[config.mk]
export PLATFORM = sky130hd
export DESIGN_NAME = avalon_block_master
export DESIGN_NICKNAME = d
export VERILOG_FILES = /design/src/rtl/avalon_block_master.sv
export SDC_FILE = /design/constraint.sdc
export NUM_CORES = 1
export LEC_CHECK = 0
export BUFFER_PORTS_ARGS = -buffer_cell sky130_fd_sc_hd__buf_2
export CAP_MARGIN = 20
export CORE_MARGIN = 4
export CORE_UTILIZATION = 27
export CTS_CLUSTER_DIAMETER = 200
export DETAILED_ROUTE_END_ITERATION = 7
export HOLD_SLACK_MARGIN = 0.05
export PLACE_DENSITY = 0.59
export SLEW_MARGIN = 20
export SYNTH_ARGS = -nofsm -noshare
export SYNTH_HDL_FRONTEND = slang
export SYNTH_SLANG_ARGS = --single-unit
[constraint.sdc]
create_clock -name CSI_CLOCK_CLK -period 4.39 [get_ports CSI_CLOCK_CLK]
set_clock_uncertainty 0.15 [all_clocks]
set_input_delay 0.6585 -clock CSI_CLOCK_CLK [delete_from_list [all_inputs] [get_ports CSI_CLOCK_CLK]]
set_output_delay 0.6585 -clock CSI_CLOCK_CLK [all_outputs]
set_load 0.01 [all_outputs]
[src/rtl/avalon_block_master.sv]
// Avalon-MM block master: moves LENGTH consecutive words starting at BASE_ADDRESS,
// either reading them out to READ_DATA or writing user-supplied words, with abort.
module avalon_block_master #(
    parameter int unsigned DATA_WIDTH    = 32,
    parameter int unsigned ADDRESS_WIDTH = 32,
    parameter int unsigned LEN_WIDTH     = 16
) (
    input  logic                     CSI_CLOCK_CLK,
    input  logic                     CSI_CLOCK_RESET,
    input  logic                     START,
    input  logic                     WRITE_MODE,
    input  logic [ADDRESS_WIDTH-1:0] BASE_ADDRESS,
    input  logic [LEN_WIDTH-1:0]     LENGTH,
    input  logic                     ABORT,
    input  logic [DATA_WIDTH-1:0]    WR_DATA,
    input  logic                     WR_DATA_VALID,
    output logic                     WR_DATA_READY,
    output logic [DATA_WIDTH-1:0]    READ_DATA,
    output logic                     READ_VALID,
    output logic                     BUSY,
    output logic                     DONE,
    output logic                     ABORTED,
    output logic [LEN_WIDTH-1:0]     WORDS_DONE,
    output logic [ADDRESS_WIDTH-1:0] AVM_AVALONMASTER_ADDRESS,
    output logic                     AVM_AVALONMASTER_READ,
    output logic                     AVM_AVALONMASTER_WRITE,
    output logic [DATA_WIDTH-1:0]    AVM_AVALONMASTER_WRITEDATA,
    input  logic [DATA_WIDTH-1:0]    AVM_AVALONMASTER_READDATA,
    input  logic                     AVM_AVALONMASTER_WAITREQUEST
);

    localparam int unsigned BYTES_PER_WORD = DATA_WIDTH / 8;
    localparam logic [ADDRESS_WIDTH-1:0] ADDR_STEP = ADDRESS_WIDTH'(BYTES_PER_WORD);

    typedef enum logic [2:0] {IDLE, RD, WR_FILL, WR, FIN} state_t;

    state_t               state;
    logic [LEN_WIDTH-1:0] len_q;
    logic                 abort_req;
    logic                 last_word;
    logic                 abort_hit;

    // An ABORT seen while an access is stalled is remembered until the access completes.
    assign abort_hit = ABORT || abort_req;
    assign last_word = (WORDS_DONE == len_q - LEN_WIDTH'(1));

    // Bus strobes and status decode straight from the state register.
    assign AVM_AVALONMASTER_READ  = (state == RD);
    assign AVM_AVALONMASTER_WRITE = (state == WR);
    assign WR_DATA_READY          = (state == WR_FILL);
    assign BUSY                   = (state != IDLE);

    always_ff @(posedge CSI_CLOCK_CLK or posedge CSI_CLOCK_RESET) begin
        if (CSI_CLOCK_RESET) begin
            state                      <= IDLE;
            len_q                      <= '0;
            abort_req                  <= 1'b0;
            AVM_AVALONMASTER_ADDRESS   <= '0;
            AVM_AVALONMASTER_WRITEDATA <= '0;
            READ_DATA                  <= '0;
            READ_VALID                 <= 1'b0;
            DONE                       <= 1'b0;
            ABORTED                    <= 1'b0;
            WORDS_DONE                 <= '0;
        end else begin
            READ_VALID <= 1'b0;
            DONE       <= 1'b0;
            case (state)
                IDLE: begin
                    if (START) begin
                        AVM_AVALONMASTER_ADDRESS <= BASE_ADDRESS;
                        len_q                    <= LENGTH;
                        WORDS_DONE               <= '0;
                        ABORTED                  <= 1'b0;
                        abort_req                <= 1'b0;
                        if (LENGTH == '0) begin
                            state <= FIN;
                        end else if (WRITE_MODE) begin
                            state <= WR_FILL;
                        end else begin
                            state <= RD;
                        end
                    end
                end
                RD: begin
                    if (!AVM_AVALONMASTER_WAITREQUEST) begin
                        READ_DATA                <= AVM_AVALONMASTER_READDATA;
                        READ_VALID               <= 1'b1;
                        AVM_AVALONMASTER_ADDRESS <= AVM_AVALONMASTER_ADDRESS + ADDR_STEP;
                        WORDS_DONE               <= WORDS_DONE + LEN_WIDTH'(1);
                        if (last_word || abort_hit) begin
                            state     <= FIN;
                            ABORTED   <= abort_hit;
                            abort_req <= 1'b0;
                        end
                    end else if (ABORT) begin
                        abort_req <= 1'b1;
                    end
                end
                WR_FILL: begin
                    // A valid word wins over ABORT: it is written first, then the block stops.
                    if (WR_DATA_VALID) begin
                        AVM_AVALONMASTER_WRITEDATA <= WR_DATA;
                        state                      <= WR;
                        if (ABORT) begin
                            abort_req <= 1'b1;
                        end
                    end else if (ABORT) begin
                        state   <= FIN;
                        ABORTED <= 1'b1;
                    end
                end
                WR: begin
                    if (!AVM_AVALONMASTER_WAITREQUEST) begin
                        AVM_AVALONMASTER_ADDRESS <= AVM_AVALONMASTER_ADDRESS + ADDR_STEP;
                        WORDS_DONE               <= WORDS_DONE + LEN_WIDTH'(1);
                        if (last_word || abort_hit) begin
                            state     <= FIN;
                            ABORTED   <= abort_hit;
                            abort_req <= 1'b0;
                        end else begin
                            state <= WR_FILL;
                        end
                    end else if (ABORT) begin
                        abort_req <= 1'b1;
                    end
                end
                FIN: begin
                    DONE  <= 1'b1;
                    state <= IDLE;
                end
                default: state <= IDLE;
            endcase
        end
    end

endmodule

==> metrics.yaml <==
floorplanning:
  top_level_ports: 238
  die_area_sq_um: 26900
  start_util_pct: 27.75
  die_w_microns: 164.0
  num_rows: 56
  die_h_microns: 164.0
  core_region_area_sq_um: 23680
clock_network:
  cts_buffer_depth: 2
  htree_levels: 4
  root_buffer: "clkbuf_16"
  cts.sinks: 135
  clk_pin_slew_ns: 0.06
  hold_buffers: 0
  cts_buffers: 17
  ctsResizeCount: 0
  post_cts_buffers: 0
  clk_latency_ns: 0.41
  tritoncts: "yes"
layout:
  areaGrowthSynthToFinish_pct: 32.46
  n_antenna_cell: 0
  final_nets: 1002
  fin_util_pct: 36.76
  nFillCells: 2490
  drive_gt1_share_pct: 39.51
routing:
  drt_iter0_drc: 239
  detail_route.wl_per_cell_microns: 16.28
  first_pass_iters: 5
  drcViolationCount: 0
  wl_microns: 19700
  ant_nets: 0
  dr_total_vias: 5714
  vias_per_cell: 4.722
logic_synthesis:
  synth-seq-cells: 135
  synthesis.instances: 657
  syn_nets: 779
  synth_top_area_share_pct: 51.40
  synth_edf_count: 0
  yosysMostFrequentCell: "dfrtp_1"
  yosysWarnings: 0
  ys_top_cells_by_count: "dfrtp_1, nand2_1, mux2_2, a21oi_1, nor2_1"
  synth_cell_type_count: 59
  synth_seq_area_share_pct: 51.40
  yosys_most_used_dff: "dfrtp_1"
  synth_area_per_cell_sq_um: 10.00
  synthTopCellsByArea: "dfrtp_1, mux2_2, nand2_1"
  async_flop_share_pct: 100.0
  synth_top_cell_by_area: "dfrtp_1"
  synthesis.area_sq_um: 6573
placed_design:
  dp_hpwl_microns: 14520
  portBuffers: 237
  gp_congestion: 0.8174
timing:
  fin_tns_setup_ns: 0
  worst_slew_pin_slew_ns: 1.040
  rsz0062_at_grt: "no"
  min_period_ns: 3.145
  slew_headroom_pct: 30.67
  fmax_mhz: 318.0
  fin_crit_sh_pct: 71.63
  hold_viol_final: 0
  slew_viol_final: 0
  finalSetupViolCount: 0
global_route:
  gr-total-overflow: 0
  grt_antenna_before_repair: 3
  grt_pass1_vias: 5965
  grt_usage_pct: 14.70
  grt_pass1_wl_microns: 31160
  grt_start_max_net_pins: 87
run_status:
  status: "finished, final reports clean"
power:
  total_power_mw: 6.247
  leakagePower_nw: 4.001
  ir_drop_mv: 0.3112
  power_density_nw_per_um2: 717.6
setup_path:
  setup.worst_path.class: "flip-flop to flip-flop"
  start_kind: "flip-flop"
  critPathRequiredTime_ns: 4.50
  worst_ep_arrival_time_ns: 3.25
  crit_fanout: 27
  end_kind: "flip-flop"
flow_run:
  drv_cap: 0
worst_hold_path:
  hold_path.class: "input port to async pin"
path summary, 6_finish.rpt:
path                                                          start                                          to  slack [ns]  depth (start not counted)
min                                                 CSI_CLOCK_RESET  AVM_AVALONMASTER_WRITEDATA[30]$_DFFE_PP0P_        0.12                          2
max in group asynchronous                           CSI_CLOCK_RESET                   READ_DATA[27]$_DFFE_PP0P_        3.13                          3
max reg2reg                                    state[0]$_DFFE_PP0P_                  WORDS_DONE[13]$_DFFE_PP0P_        1.25                          6
min reg2reg                 AVM_AVALONMASTER_ADDRESS[1]$_DFFE_PP0P_     AVM_AVALONMASTER_ADDRESS[1]$_DFFE_PP0P_        0.33                          2
min in group CSI_CLOCK_CLK                          BASE_ADDRESS[1]     AVM_AVALONMASTER_ADDRESS[1]$_DFFE_PP0P_        0.29                          3
max                                            state[0]$_DFFE_PP0P_                  WORDS_DONE[13]$_DFFE_PP0P_        1.25                          6
area by class of cell:
class | instances | area (sq um) | share of cell area [%]
sequential | 135 | 3378 | 38.80
multi-input combinational | 471 | 3010 | 34.58
timing repair buffer | 244 | 1251 | 14.37
clock buffer | 23 | 478.0 | 5.490
tap | 319 | 399.1 | 4.585
clock inverter | 7 | 143.9 | 1.653
inverter | 11 | 45.04 | 0.5174
layer usage:
layer	share of wire (%)	vias to the layer above	track usage [%]	routed length [microns]
li1	-	2779	-	-
met1	41	2721	17.59	8160
met2	49	174	24.78	9744
met3	6.7	34	4.918	1311
met4	2.3	6	5.109	444
met5	0.18	-	0	35
state kept, by name (all words and copies together) (netlist names):
register,flops
ABORTED,1
AVM_AVALONMASTER_ADDRESS,32
AVM_AVALONMASTER_WRITEDATA,32
DONE,1
READ_DATA,32
READ_VALID,1
WORDS_DONE,16
abort_req,1
len_q,16
state,3
where the power goes:
| group | switching, mW | leakage, nW | internal [mW] | total [mW] |
|---|---|---|---|---|
| Combinational | 1.32 | 2.07 | 1.10 | 2.43 |
| Clock | 0.532 | 0.296 | 0.992 | 1.52 |
| Sequential | 0.499 | 1.64 | 1.80 | 2.30 |
| Total | 2.35 | 4.00 | 3.89 | 6.25 |
cell families (layout without fill, tap and decap cells):
group	after synthesis	in the layout	synth area share, %
compound gates	137	137	12.47
xor+xnor	29	29	3.864
fa+ha+maj	3	3	0.5712
buf+inv	51	285	3.046
flops	135	135	51.40
mux	69	69	11.75
simple gates	233	233	16.90
metrics by stage:
| step | cells | setup slack [ns] | area [sq um] | hold slack (ns) |
|---|---|---|---|---|
| 3_3_place_gp | 1180 | 1.068 | 8084 | 0.3065 |
| 4_1_cts | 1210 | 1.233 | 8706 | 0.1226 |
| 3_5_place_dp | 1180 | 1.030 | 8084 | 0.3120 |
| 6_report | 1210 | 1.245 | 8706 | 0.1215 |
| 2_1_floorplan | 657 | 1.531 | 6576 | 0.3152 |
| 5_1_grt | 1210 | 1.103 | 8706 | 0.1395 |
critical path, cell delays in order (launching register included):
cell and delay, ns:
dfrtp_1 0.51, or3b_2 0.54, a21o_1 0.52, nor4_1 0.84, nand3_1 0.18, xor2_1 0.18
nor2_1 0.05
cell usage in the layout (no fill, tap or decap), types with 10 or more instances in the layout:
master     Yosys  routed
nand4_1       10      10
o22ai_1       11      11
buf_2          1     237
a21oi_1       52      51
nand3_1       21      21
nand2_1       95      95
xnor2_1       12      12
nor3_1        16      15
o21ai_0       39      39
xor2_1        17      17
clkbuf_16      0      17
mux2_2        65      65
inv_1         11      10
dfrtp_1      135     135
nor2_1        45      45
(Power assumes the default switching activity.)
